**src/rtl/bt_stream_packetiser.sv**
```systemverilog
// bt_stream_packetiser
//   Snapshots NUM_CH status words of DATA_W bits and streams them to the HC-05
//   as a framed, checksummed packet over an 8N1 UART line:
//     A5, CNT, { id, data MSB..LSB } per enabled channel, CHK (XOR after A5).
//   Single-shot on `start`, or repeating with a GAP_CYCLES pause while `cont`.
// Ports
//   clock, resetn        : clock and asynchronous active-low reset
//   bt_state             : HC-05 STATE pin, 1 = link up
//   start, cont          : one-packet request / continuous-mode enable
//   ch_mask, ch_data     : per-channel enable and packed channel words
//   fpga_txd             : UART TX to HC-05 RXD, idles high
//   busy, done, abort    : in-flight flag, completion pulse, abandon pulse
//   pkt_count            : completed packet counter, wraps at 16 bits
module bt_stream_packetiser #(
  parameter int NUM_CH       = 10,
  parameter int DATA_W       = 16,
  parameter int CLKS_PER_BIT = 104,
  parameter int GAP_CYCLES   = 1000
) (
  input  logic                     clock,
  input  logic                     resetn,
  input  logic                     bt_state,
  input  logic                     start,
  input  logic                     cont,
  input  logic [NUM_CH-1:0]        ch_mask,
  input  logic [NUM_CH*DATA_W-1:0] ch_data,
  output logic                     fpga_txd,
  output logic                     busy,
  output logic                     done,
  output logic                     abort,
  output logic [15:0]              pkt_count
);

  localparam int NB    = DATA_W / 8;
  localparam int CH_W  = $clog2(NUM_CH + 1);
  localparam int SEL_W = (NB > 1) ? $clog2(NB) : 1;
  localparam int BC_W  = $clog2(CLKS_PER_BIT);
  localparam logic [CH_W-1:0] NO_CH = CH_W'(NUM_CH);

  typedef enum logic [2:0] {IDLE, LATCH, HDR, CNT, CHID, DATA, CHK, GAP} pkt_state_t;
  typedef enum logic [1:0] {TIDLE, START, BITS, STOP} tx_state_t;

  pkt_state_t               pstate, nxt_state;
  tx_state_t                tstate;
  logic [NUM_CH-1:0]        snap_mask;
  logic [NUM_CH*DATA_W-1:0] snap_data;
  logic [7:0]               cnt_byte, chk, tx_shift, nxt_byte, mask_pop;
  logic [CH_W-1:0]          ch_idx, nxt_ch, first_ch, next_ch;
  logic [SEL_W-1:0]         sel, nxt_sel;
  logic [BC_W-1:0]          bit_cnt;
  logic [2:0]               bit_idx;
  logic [31:0]              gap_cnt;
  logic                     link_lost;
  logic                     bit_end, byte_end, launch;

  function automatic logic [7:0] pick_byte(input logic [NUM_CH*DATA_W-1:0] d,
                                           input int ch, input int s);
    return d[ch*DATA_W + (NB-1-s)*8 +: 8];
  endfunction

  assign bit_end  = (bit_cnt == BC_W'(CLKS_PER_BIT - 1));
  assign byte_end = (tstate == STOP) && bit_end;
  // The header is the only byte launched from an idle transmitter; every later
  // byte is launched on the stop-bit edge of the previous one, so no line gaps.
  assign launch   = byte_end || ((pstate == HDR) && (tstate == TIDLE));

  // NOTE: every signal written in a combinational block gets a default first,
  // otherwise paths that skip an assignment infer a latch.
  always_comb begin
    mask_pop = '0;
    for (int i = 0; i < NUM_CH; i++) mask_pop = mask_pop + 8'(ch_mask[i]);
  end

  // Lowest enabled channel overall, and lowest enabled channel above ch_idx.
  always_comb begin
    first_ch = NO_CH;
    next_ch  = NO_CH;
    for (int i = NUM_CH - 1; i >= 0; i--) begin
      if (snap_mask[i]) begin
        first_ch = CH_W'(i);
        if (i > int'(ch_idx)) next_ch = CH_W'(i);
      end
    end
  end

  // Which byte follows the one currently on the line.
  always_comb begin
    nxt_state = pstate;
    nxt_byte  = 8'hA5;
    nxt_ch    = ch_idx;
    nxt_sel   = sel;
    case (pstate)
      HDR: begin
        if (tstate != TIDLE) begin
          nxt_state = CNT;
          nxt_byte  = cnt_byte;
        end
      end
      CNT: begin
        if (first_ch != NO_CH) begin
          nxt_state = CHID;
          nxt_ch    = first_ch;
          nxt_byte  = 8'(first_ch);
        end else begin
          nxt_state = CHK;
          nxt_byte  = chk;
        end
      end
      CHID: begin
        nxt_state = DATA;
        nxt_sel   = '0;
        nxt_byte  = pick_byte(snap_data, int'(ch_idx), 0);
      end
      DATA: begin
        if (int'(sel) != NB - 1) begin
          nxt_sel  = sel + 1'b1;
          nxt_byte = pick_byte(snap_data, int'(ch_idx), int'(sel) + 1);
        end else if (next_ch != NO_CH) begin
          nxt_state = CHID;
          nxt_ch    = next_ch;
          nxt_byte  = 8'(next_ch);
        end else begin
          nxt_state = CHK;
          nxt_byte  = chk;
        end
      end
      default: ;
    endcase
  end

  // NOTE: sequential state uses non-blocking assignments only, so every flop
  // samples pre-edge values regardless of statement order. Within this block a
  // later assignment overrides the byte engine's default step.
  always_ff @(posedge clock or negedge resetn) begin
    if (!resetn) begin
      pstate    <= IDLE;
      tstate    <= TIDLE;
      fpga_txd  <= 1'b1;
      busy      <= 1'b0;
      done      <= 1'b0;
      abort     <= 1'b0;
      pkt_count <= '0;
      // NOTE: the snapshot is a plain register bank, not a RAM, so it is reset
      // with everything else and never feeds X toward the line.
      snap_mask <= '0;
      snap_data <= '0;
      cnt_byte  <= '0;
      chk       <= '0;
      tx_shift  <= '0;
      ch_idx    <= '0;
      sel       <= '0;
      bit_cnt   <= '0;
      bit_idx   <= '0;
      gap_cnt   <= '0;
      link_lost <= 1'b0;
    end else begin
      done  <= 1'b0;
      abort <= 1'b0;

      // Byte engine: start bit, 8 data bits LSB first, stop bit.
      case (tstate)
        START: begin
          if (bit_end) begin
            tstate   <= BITS;
            bit_cnt  <= '0;
            bit_idx  <= '0;
            fpga_txd <= tx_shift[0];
          end else bit_cnt <= bit_cnt + 1'b1;
        end
        BITS: begin
          if (bit_end) begin
            bit_cnt <= '0;
            if (bit_idx == 3'd7) begin
              tstate   <= STOP;
              fpga_txd <= 1'b1;
            end else begin
              bit_idx  <= bit_idx + 3'd1;
              tx_shift <= tx_shift >> 1;
              fpga_txd <= tx_shift[1];
            end
          end else bit_cnt <= bit_cnt + 1'b1;
        end
        STOP: begin
          if (bit_end) begin
            tstate  <= TIDLE;
            bit_cnt <= '0;
          end else bit_cnt <= bit_cnt + 1'b1;
        end
        default: ;
      endcase

      // Packet sequencer.
      case (pstate)
        IDLE: begin
          if ((start || cont) && bt_state) begin
            pstate <= LATCH;
            busy   <= 1'b1;
          end
        end
        LATCH: begin
          snap_mask <= ch_mask;
          snap_data <= ch_data;
          cnt_byte  <= mask_pop;
          chk       <= '0;
          ch_idx    <= '0;
          sel       <= '0;
          link_lost <= 1'b0;
          pstate    <= HDR;
        end
        HDR, CNT, CHID, DATA, CHK: begin
          // A link drop is remembered so the abort happens even if the pin
          // bounces back before the current byte ends.
          if (!bt_state) link_lost <= 1'b1;
          if (byte_end && (link_lost || !bt_state)) begin
            pstate <= IDLE;
            busy   <= 1'b0;
            abort  <= 1'b1;
          end else if (byte_end && (pstate == CHK)) begin
            done      <= 1'b1;
            pkt_count <= pkt_count + 16'd1;
            if (cont) begin
              pstate  <= GAP;
              gap_cnt <= '0;
            end else begin
              pstate <= IDLE;
              busy   <= 1'b0;
            end
          end else if (launch) begin
            pstate   <= nxt_state;
            ch_idx   <= nxt_ch;
            sel      <= nxt_sel;
            tx_shift <= nxt_byte;
            tstate   <= START;
            bit_cnt  <= '0;
            fpga_txd <= 1'b0;
            if (nxt_state inside {CNT, CHID, DATA}) chk <= chk ^ nxt_byte;
          end
        end
        GAP: begin
          // GAP_CYCLES cycles here plus LATCH and the header launch put the
          // next start bit GAP_CYCLES+2 cycles after done.
          if (gap_cnt + 32'd1 >= 32'(GAP_CYCLES)) begin
            if (cont && bt_state) pstate <= LATCH;
            else begin
              pstate <= IDLE;
              busy   <= 1'b0;
            end
          end else gap_cnt <= gap_cnt + 32'd1;
        end
        default: pstate <= IDLE;
      endcase
    end
  end

endmodule

```
**config.mk**
```make
export PLATFORM = sky130hd
export DESIGN_NAME = bt_stream_packetiser
export DESIGN_NICKNAME = d
export VERILOG_FILES = /design/src/rtl/bt_stream_packetiser.sv
export SDC_FILE = /design/constraint.sdc
export NUM_CORES = 1
export LEC_CHECK = 0
export CAP_MARGIN = 20
export CORE_AREA = 4 4 222 224
export CTS_BUF_LIST = sky130_fd_sc_hd__clkbuf_8 sky130_fd_sc_hd__clkbuf_16
export DETAILED_ROUTE_END_ITERATION = 12
export DIE_AREA = 0 0 226 228
export GPL_TIMING_DRIVEN = 0
export PLACE_DENSITY_LB_ADDON = 0.2
export RECOVER_POWER = 25
export SYNTH_ARGS = -nofsm -noshare
export SYNTH_HDL_FRONTEND = slang
export SYNTH_SLANG_ARGS = --single-unit
export TNS_END_PERCENT = 50
```
**constraint.sdc**
```tcl
create_clock -name clock -period 7.2 [get_ports clock]
set_input_delay 0.72 -clock clock [delete_from_list [all_inputs] [get_ports clock]]
set_output_delay 0.72 -clock clock [all_outputs]
set_load 0.005 [all_outputs]
```
==> summary.md, run 1 <==
| Metric | Value |
|---|---|
| Std cell rows | `80` |
| Summed instance area of the synthesized netlist | `roughly 14000 µm²` |
| Largest net degree at the start of global routing | `~110` |
| Clock period minus worst slack | `approximately 4.8 ns` |
| Area of the core region | `47300 µm²` |
| Layout overhead on the synthesized area | `27.0%` |
| Static Leak | `roughly 0.0074 µW` |
| Buffer depth of the longest clock path | `3` |
| Count of buffering cells on the critical path with inverters included | `2` |
| TritonCTS clock tree | `done` |
| Post-Layout Inst Area | `between 15000 and 20000 µm²` |
| Drt wl/cell | `a little under 20 µm` |
| Total routed wirelength | `between 40000 and 50000 µm` |
| Total global routing track utilization | `between 10% and 20%` |
| Routed via count divided by cell count | `~5.0` |
| Initial Utilization | `approximately 30%` |
| Clock root buffer master | `clkbuf_16` |
| Post-synth EDFFs | `0` |
| Min-Delay Path Class | `reg -> reg` |
| RSZ-0062 raised after global routing | `no` |
| Resized cells post-CTS | `0` |
| Number of storage elements in the synthesis netlist | `between 200 and 300` |
| Hold Violations, Final | `0` |
| Boundary Pins | `a little under 200` |
| Number of synthesis warnings | `0` |
| Most frequent cells in the layout | `nand2_1, dfrtp_1, clkdlybuf4s50_1` |
| Average size of a mapped cell | `roughly 9.3 µm²` |
| Final worst path period share | `between 60% and 70%` |
| Launching element type of the critical path | `primary input` |
| DP HPWL | `34500 µm` |
| Global placement routability congestion | `a little under 0.9` |
| Delay of the slowest cell on the worst path | `around 2.2 ns` |
| Most common cell after layout, fill and taps aside | `nand2_1` |
| Max-slew headroom at the worst pin | `-93.9%` |
| Via count of the first global-routing pass | `12200` |
| Worst skew pair latency | `0.59 ns` |
| Maximum resistive drop on vdd | `between 200 and 250 µV` |
| Arrival time reported for the critical path endpoint | `between 4 and 5 ns` |
| Post-layout worst setup margin | `2.43 ns` |
| Width of the chip | `roughly 230 µm` |
| Share of synthesized flip-flops with an asynchronous set or reset | `between 90% and 100%` |
| H-tree levels | `1` |
| Clock net sink count | `between 200 and 300` |
| Cell area power density | `approximately 190 nW/µm²` |
| Number of input and output port buffers inserted | `194` |
| Via count of the routed design | `around 12000` |
| Pin slew with the least headroom to its limit | `between 2 and 3 ns` |
| CP max FO | `roughly 110` |
| Total setup violations reported at the end of the flow | `0` |
| Cts bufs inserted | `31` |
| Share of cells above drive strength 1 | `about 8.9%` |
| Maximum clock skew at final layout | `roughly 0.016 ns` |
| Clock slew seen by the registers of the worst setup and hold paths | `approximately 0.06 ns` |
| Cts-stage hold buffer count | `0` |
| Global-route wire length before repair | `71100 µm` |
| Number of max-slew violations in the final report | `approximately 270` |
| Violations in the final reports | `capacitance limit, slew limit` |
| Share of the yosys chip area belonging to registers | `around 47%` |
| Diodes inserted | `0` |
| Reported max-cap violation count | `3` |
| DRC violations left | `0` |
| Antenna violations before repair | `0` |
| Most instantiated flip-flop cell in the synthesis netlist | `dfrtp_1` |
| Number of DRC markers in iteration 0 | `821` |
| Number of nets in the layout | `approximately 1900` |
| Power consumption | `between 3000 and 4000 µW` |
| Netlist cell types | `just under 80` |
| Die Outline Area | `approximately 52000 µm²` |
| Vertical die dimension | `between 200 and 250 µm` |
| Worst-path cell with the longest stage delay | `clkbuf_2` |
| Endpoint kind of the worst setup timing path | `asynchronous set/reset pin` |
| Type of the worst setup path | `in -> async` |
| Antenna-violating nets left | `0` |
| Worst hold slack after final layout | `roughly 0.47 ns` |
| Critical path cell sequence | `clkbuf_1, clkbuf_2` |
| Peak Freq | `~210 MHz` |
| Number of optimization iterations in the first detailed-route pass | `5` |
| Pre-CTS setup slack | `2.93 ns` |
| Syn Inst Count | `1506` |
| Total grt overflow | `0` |
| Net count after synthesis | `1705` |
| Outcome | `finished with violations` |
| Required arrival time at the worst endpoint | `around 7.3 ns` |
| Post-placement cell area | `16800 µm²` |
| CP top delay family | `buffers and inverters` |
| Setup bufs post-CTS | `0` |
-- area by class of cell --
type	count	area, µm²
Fill cell	4821	29500
Clock inverter	26	293
Clock buffer	32	790
Multi-Input combinational cell	1123	6990
Sequential cell	263	6580
Inverter	33	124
Tap cell	615	769
Timing Repair Buffer	196	1950
Buffer	87	369
-- registers in the layout, indices dropped and copies added (netlist names) --
| register | cells |
|---|---|
| fpga_txd | 1 |
| pstate | 3 |
| cnt_byte | 4 |
| gap_cnt | 32 |
| bit_cnt | 7 |
| tstate | 2 |
| snap_mask | 10 |
| ch_idx | 4 |
| chk | 8 |
| done | 1 |
| snap_data | 160 |
| busy | 1 |
| sel | 1 |
| pkt_count | 16 |
| tx_shift | 8 |
| abort | 1 |
| bit_idx | 3 |
| link_lost | 1 |
-- path summary, 6_finish.rpt --
| path | startpoint | end | slack, ns | depth (start not counted) |
|---|---|---|---|---|
| worst min-delay path | pkt_count[15] | pkt_count[15] | 0.47 | 1 |
| min in group asynchronous | resetn | gap_cnt[19] | 0.89 | 1 |
| worst max-delay path | resetn | snap_data[75] | 2.43 | 2 |
| worst max register to register | sel | chk[1] | 2.92 | 11 |
| worst min register to register | pkt_count[15] | pkt_count[15] | 0.47 | 1 |
| max in group clock | sel | chk[1] | 2.92 | 11 |
-- Yosys cell counts, types with 13 or more instances --
master	n	share of area [%]
clkbuf_1	66	1.8
xnor2_1	20	1.2
dfrtp_1	262	47
nand2_1	556	15
nand3_1	34	1.2
nor2_1	60	1.6
a21oi_1	49	1.7
mux4_2	64	10
and3_1	33	1.5
nor3_1	13	0.46
o21ai_0	46	1.6
mux2i_1	18	1.3
ha_1	17	1.5
inv_1	33	0.88
-- per-layer routing --
layer | wire length, µm | GRT usage, % | vias up | share of wire, %
met3 | 2310 | 2.62 | 67 | 5.1
met4 | 1070 | 3.81 | 0 | 2.3
li1 | - | - | 5638 | -
met2 | 22500 | 29.6 | 330 | 49
met1 | 19900 | 23.7 | 5847 | 43
met5 | 0 | 0 | - | 0
-- metrics by stage --
step	setup TNS [ns]	cells	utilization, %
floorplan	0	1506	-
global placement	-1694.89	2315	35.4
detailed placement	0	2317	35.6
CTS	0	2375	37.8
global route	0	2375	37.7
finish	0	2375	37.7
-- cell families after synthesis --
logic type / after synthesis / synth area share, %
simple gates: 782 / 24.1
flops: 263 / 46.8
compound gates: 200 / 9.26
buf+inv: 120 / 3.51
mux: 86 / 11.9
xor+xnor: 31 / 1.98
fa+ha+maj: 24 / 2.51
-- where the power goes --
| part | internal [µW] | switching (µW) |
|---|---|---|
| clock network | 984 | 679 |
| logic | 98.7 | 69.9 |
| registers | 1480 | 1.70 |
(Power assumes the default switching activity.)
==> run 2: changes to the inputs <==
==> constraint.sdc (replaced) <==
create_clock -name clock -period 4.6 [get_ports clock]
set_input_delay 0.46 -clock clock [delete_from_list [all_inputs] [get_ports clock]]
set_output_delay 0.46 -clock clock [all_outputs]
set_load 0.005 [all_outputs]
==> summary.md, run 2 (synthesis gave the netlist of run 1 again) <==
| Metric | Value |
|---|---|
| Outcome | `finished with violations` |
| Violations in the final reports | `capacitance limit, slew limit` |
| Antenna violations before repair | `0` |
| Detailed route wirelength on metal3 | `around 2100 µm` |
| Routed via count divided by cell count | `5.00` |
| Share of cells above drive strength 1 | `approximately 8.9%` |
| Buffer depth of the longest clock path | `3` |
| Worst skew pair latency | `between 0.5 and 0.6 ns` |
| Static Leak | `between 0.007 and 0.008 µW` |
| Type of the worst setup path | `reg -> reg` |
| Total routed wirelength | `45800 µm` |
| Pin slew with the least headroom to its limit | `~2.8 ns` |
| Switching Fraction | `a little under a quarter` |
| Number of DRC markers in iteration 0 | `about 760` |
| Sequential cell fraction of total power | `approximately 45%` |
| Via count of the routed design | `11900` |
| CP max FO | `10` |
| H-tree levels | `1` |
| Peak Freq | `approximately 230 MHz` |
| Clock net sink count | `roughly 260` |
| Worst-path cell with the longest stage delay | `clkbuf_1` |
| Top flop regs | `snap_data: 160 flops, gap_cnt: 32 flops, pkt_count: 16 flops` |
| Endpoint of the worst hold path | `snap_data[5]` |
| Launching element type of the critical path | `flop` |
| Total grt overflow | `0` |
| Clk network pwr share | `50.1%` |
| Most common cell after layout, fill and taps aside | `nand2_1` |
| Setup bufs post-CTS | `0` |
| Number of nets in the layout | `1935` |
| Highest Signal Layer | `met4` |
| TritonCTS clock tree | `done` |
| Diodes inserted | `0` |
| Worst hold slack after final layout | `slightly below 0.4 ns` |
| Largest reg by FF count | `snap_data` |
| Clock root buffer master | `clkbuf_16` |
| Power share of the combinational group | `5.2%` |
| DRC violations left | `0` |
| Die Outline Area | `~52000 µm²` |
| Clock slew seen by the registers of the worst setup and hold paths | `0.07 ns` |
| Routed met2 length | `~22000 µm` |
| Cts-stage hold buffer count | `1` |
| Number of flip-flops under the largest register name | `160` |
| Final worst path period share | `93.2%` |
| Global placement routability congestion | `just under 0.9` |
| Critical path cell sequence | `ha_1, buf_2, clkbuf_1, clkbuf_1, mux4_2, mux4_2, nand3_1, a22oi_1, o21bai_1, xnor2_1, nor2_1` |
| Minimum setup slack among reg-to-reg paths | `0.31 ns` |
| Hold Violations, Final | `0` |
| Worst R2R Start | `sel` |
| Resized cells post-CTS | `0` |
| Maximum clock skew at final layout | `around 0.016 ns` |
| Worst flop-to-flop path endpoint | `chk[1]` |
| Count of buffering cells on the critical path with inverters included | `3` |
| RSZ-0062 raised after global routing | `no` |
| Clock period minus worst slack | `roughly 4.3 ns` |
| Vertical die dimension | `between 200 and 250 µm` |
| Boundary Pins | `between 150 and 200` |
| Number of input and output port buffers inserted | `a little under 200` |
| Pre-CTS setup slack | `0.330 ns` |
| Hold Crit Start | `ch_data[5]` |
| Total setup violations reported at the end of the flow | `0` |
| Std cell rows | `80` |
| Antenna-violating nets left | `0` |
| Width of the chip | `between 200 and 250 µm` |
| Most frequent cells in the layout | `nand2_1, dfrtp_1, clkdlybuf4s50_1` |
| Initial Utilization | `around 30%` |
| Area of the core region | `47300 µm²` |
| Number of max-slew violations in the final report | `43` |
| Maximum resistive drop on vdd | `about 340 µV` |
| Number of optimization iterations in the first detailed-route pass | `5` |
| Layout overhead on the synthesized area | `27.4%` |
| Required arrival time at the worst endpoint | `just over 5 ns` |
| Min-Delay Path Class | `in -> reg` |
| Global-route wire length before repair | `a little over 70000 µm` |
| CP top delay family | `buffers and inverters` |
| Reg2Reg Depth | `11` |
| Largest net degree at the start of global routing | `between 100 and 150` |
| Post-layout worst setup margin | `0.315 ns` |
| Power Internal | `4020 µW` |
| Drt wl/cell | `between 15 and 20 µm` |
| Arrival time reported for the critical path endpoint | `around 4.7 ns` |
| Power dissipated by switching net loads | `1180 µW` |
| Delay of the slowest cell on the worst path | `slightly below 0.7 ns` |
| Total global routing track utilization | `17.5%` |
| Setup TNS after final layout | `0 ns` |
| Via count of the first global-routing pass | `about 12000` |
| Cell area power density | `a little under 300 nW/µm²` |
| Reported max-cap violation count | `1` |
| Final Core Density | `a little under two fifths` |
| Endpoint kind of the worst setup timing path | `flop` |
| Post-Route M1 WL | `between 20000 and 25000 µm` |
| Cells on Worst Hold Path | `3` |
| Max-slew headroom at the worst pin | `-84.5%` |
| DP HPWL | `roughly 35000 µm` |
| Cts bufs inserted | `31` |
-- run 2: cell types whose count changed in the layout (fill, tap and decap cells not counted) --
cell,previous run,this run
clkbuf_2,2,0
buf_16,0,2
dlygate4sd3_1,0,1
-- run 2: worst max-delay path by stage --
stage / slack, ns / cells past startpoint / start / to
finish: 0.31 / 11 / sel / chk[1]
global route: 0.15 / 9 / ch_idx[1] / chk[6]
CTS: 0.31 / 11 / sel / chk[1]
detailed placement: 0.33 / 11 / sel / chk[1]
global placement: -8.84 / 1 / resetn / snap_data[116]
floorplan: 1.42 / 9 / sel / chk[2]
-- run 2: layout make-up --
class	count	area, µm²
Buffer	87	369
Clock buffer	32	790
Clock inverter	26	293
Fill cell	4814	29400
Inverter	33	124
Multi-Input combinational cell	1123	6990
Sequential cell	263	6580
Tap cell	615	769
Timing Repair Buffer	197	2000
-- run 2: stage by stage --
step	cell area, µm²	std cells	total power [µW]
2_1_floorplan	14100	1506	2400
3_3_place_gp	16800	2315	2630
3_5_place_dp	16800	2317	2640
4_1_cts	17900	2376	5270
5_1_grt	17900	2376	5400
6_report	17900	2376	5190
-- run 2: worst min-delay path, delay by kind of cell --
family / cells / cell delay, ns
and+or+nand+nor: 2 / 0.09
buffers and inverters: 1 / 0.39
-- run 2: layer usage --
layer / global-route usage, % / up-vias
li1: - / 5640
met1: 23.7 / 5871
met2: 29.7 / 311
met3: 2.62 / 62
met4: 3.81 / 0
met5: 0 / -
-- run 2: power by group through the flow --
stage                     clock network (µW)  logic (µW)  registers, µW
after floorplan                            0        43.7           2360
after global placement                     0         267           2360
after detailed placement                   0         278           2360
after CTS                               2670         279           2320
after global routing                    2780         303           2320
final                                   2600         271           2320
==> run 3: changes to the inputs <==
--- a/config.mk
+++ b/config.mk
@@ -5,7 +5,7 @@
 export SDC_FILE = /design/constraint.sdc
 export NUM_CORES = 1
 export LEC_CHECK = 0
-export CAP_MARGIN = 20
+export CAP_MARGIN = 25
 export CORE_AREA = 4 4 222 224
 export CTS_BUF_LIST = sky130_fd_sc_hd__clkbuf_8 sky130_fd_sc_hd__clkbuf_16
 export DETAILED_ROUTE_END_ITERATION = 12
==> results of run 3 <==
Final layout, timing and power as in run 2 (identical DEF).
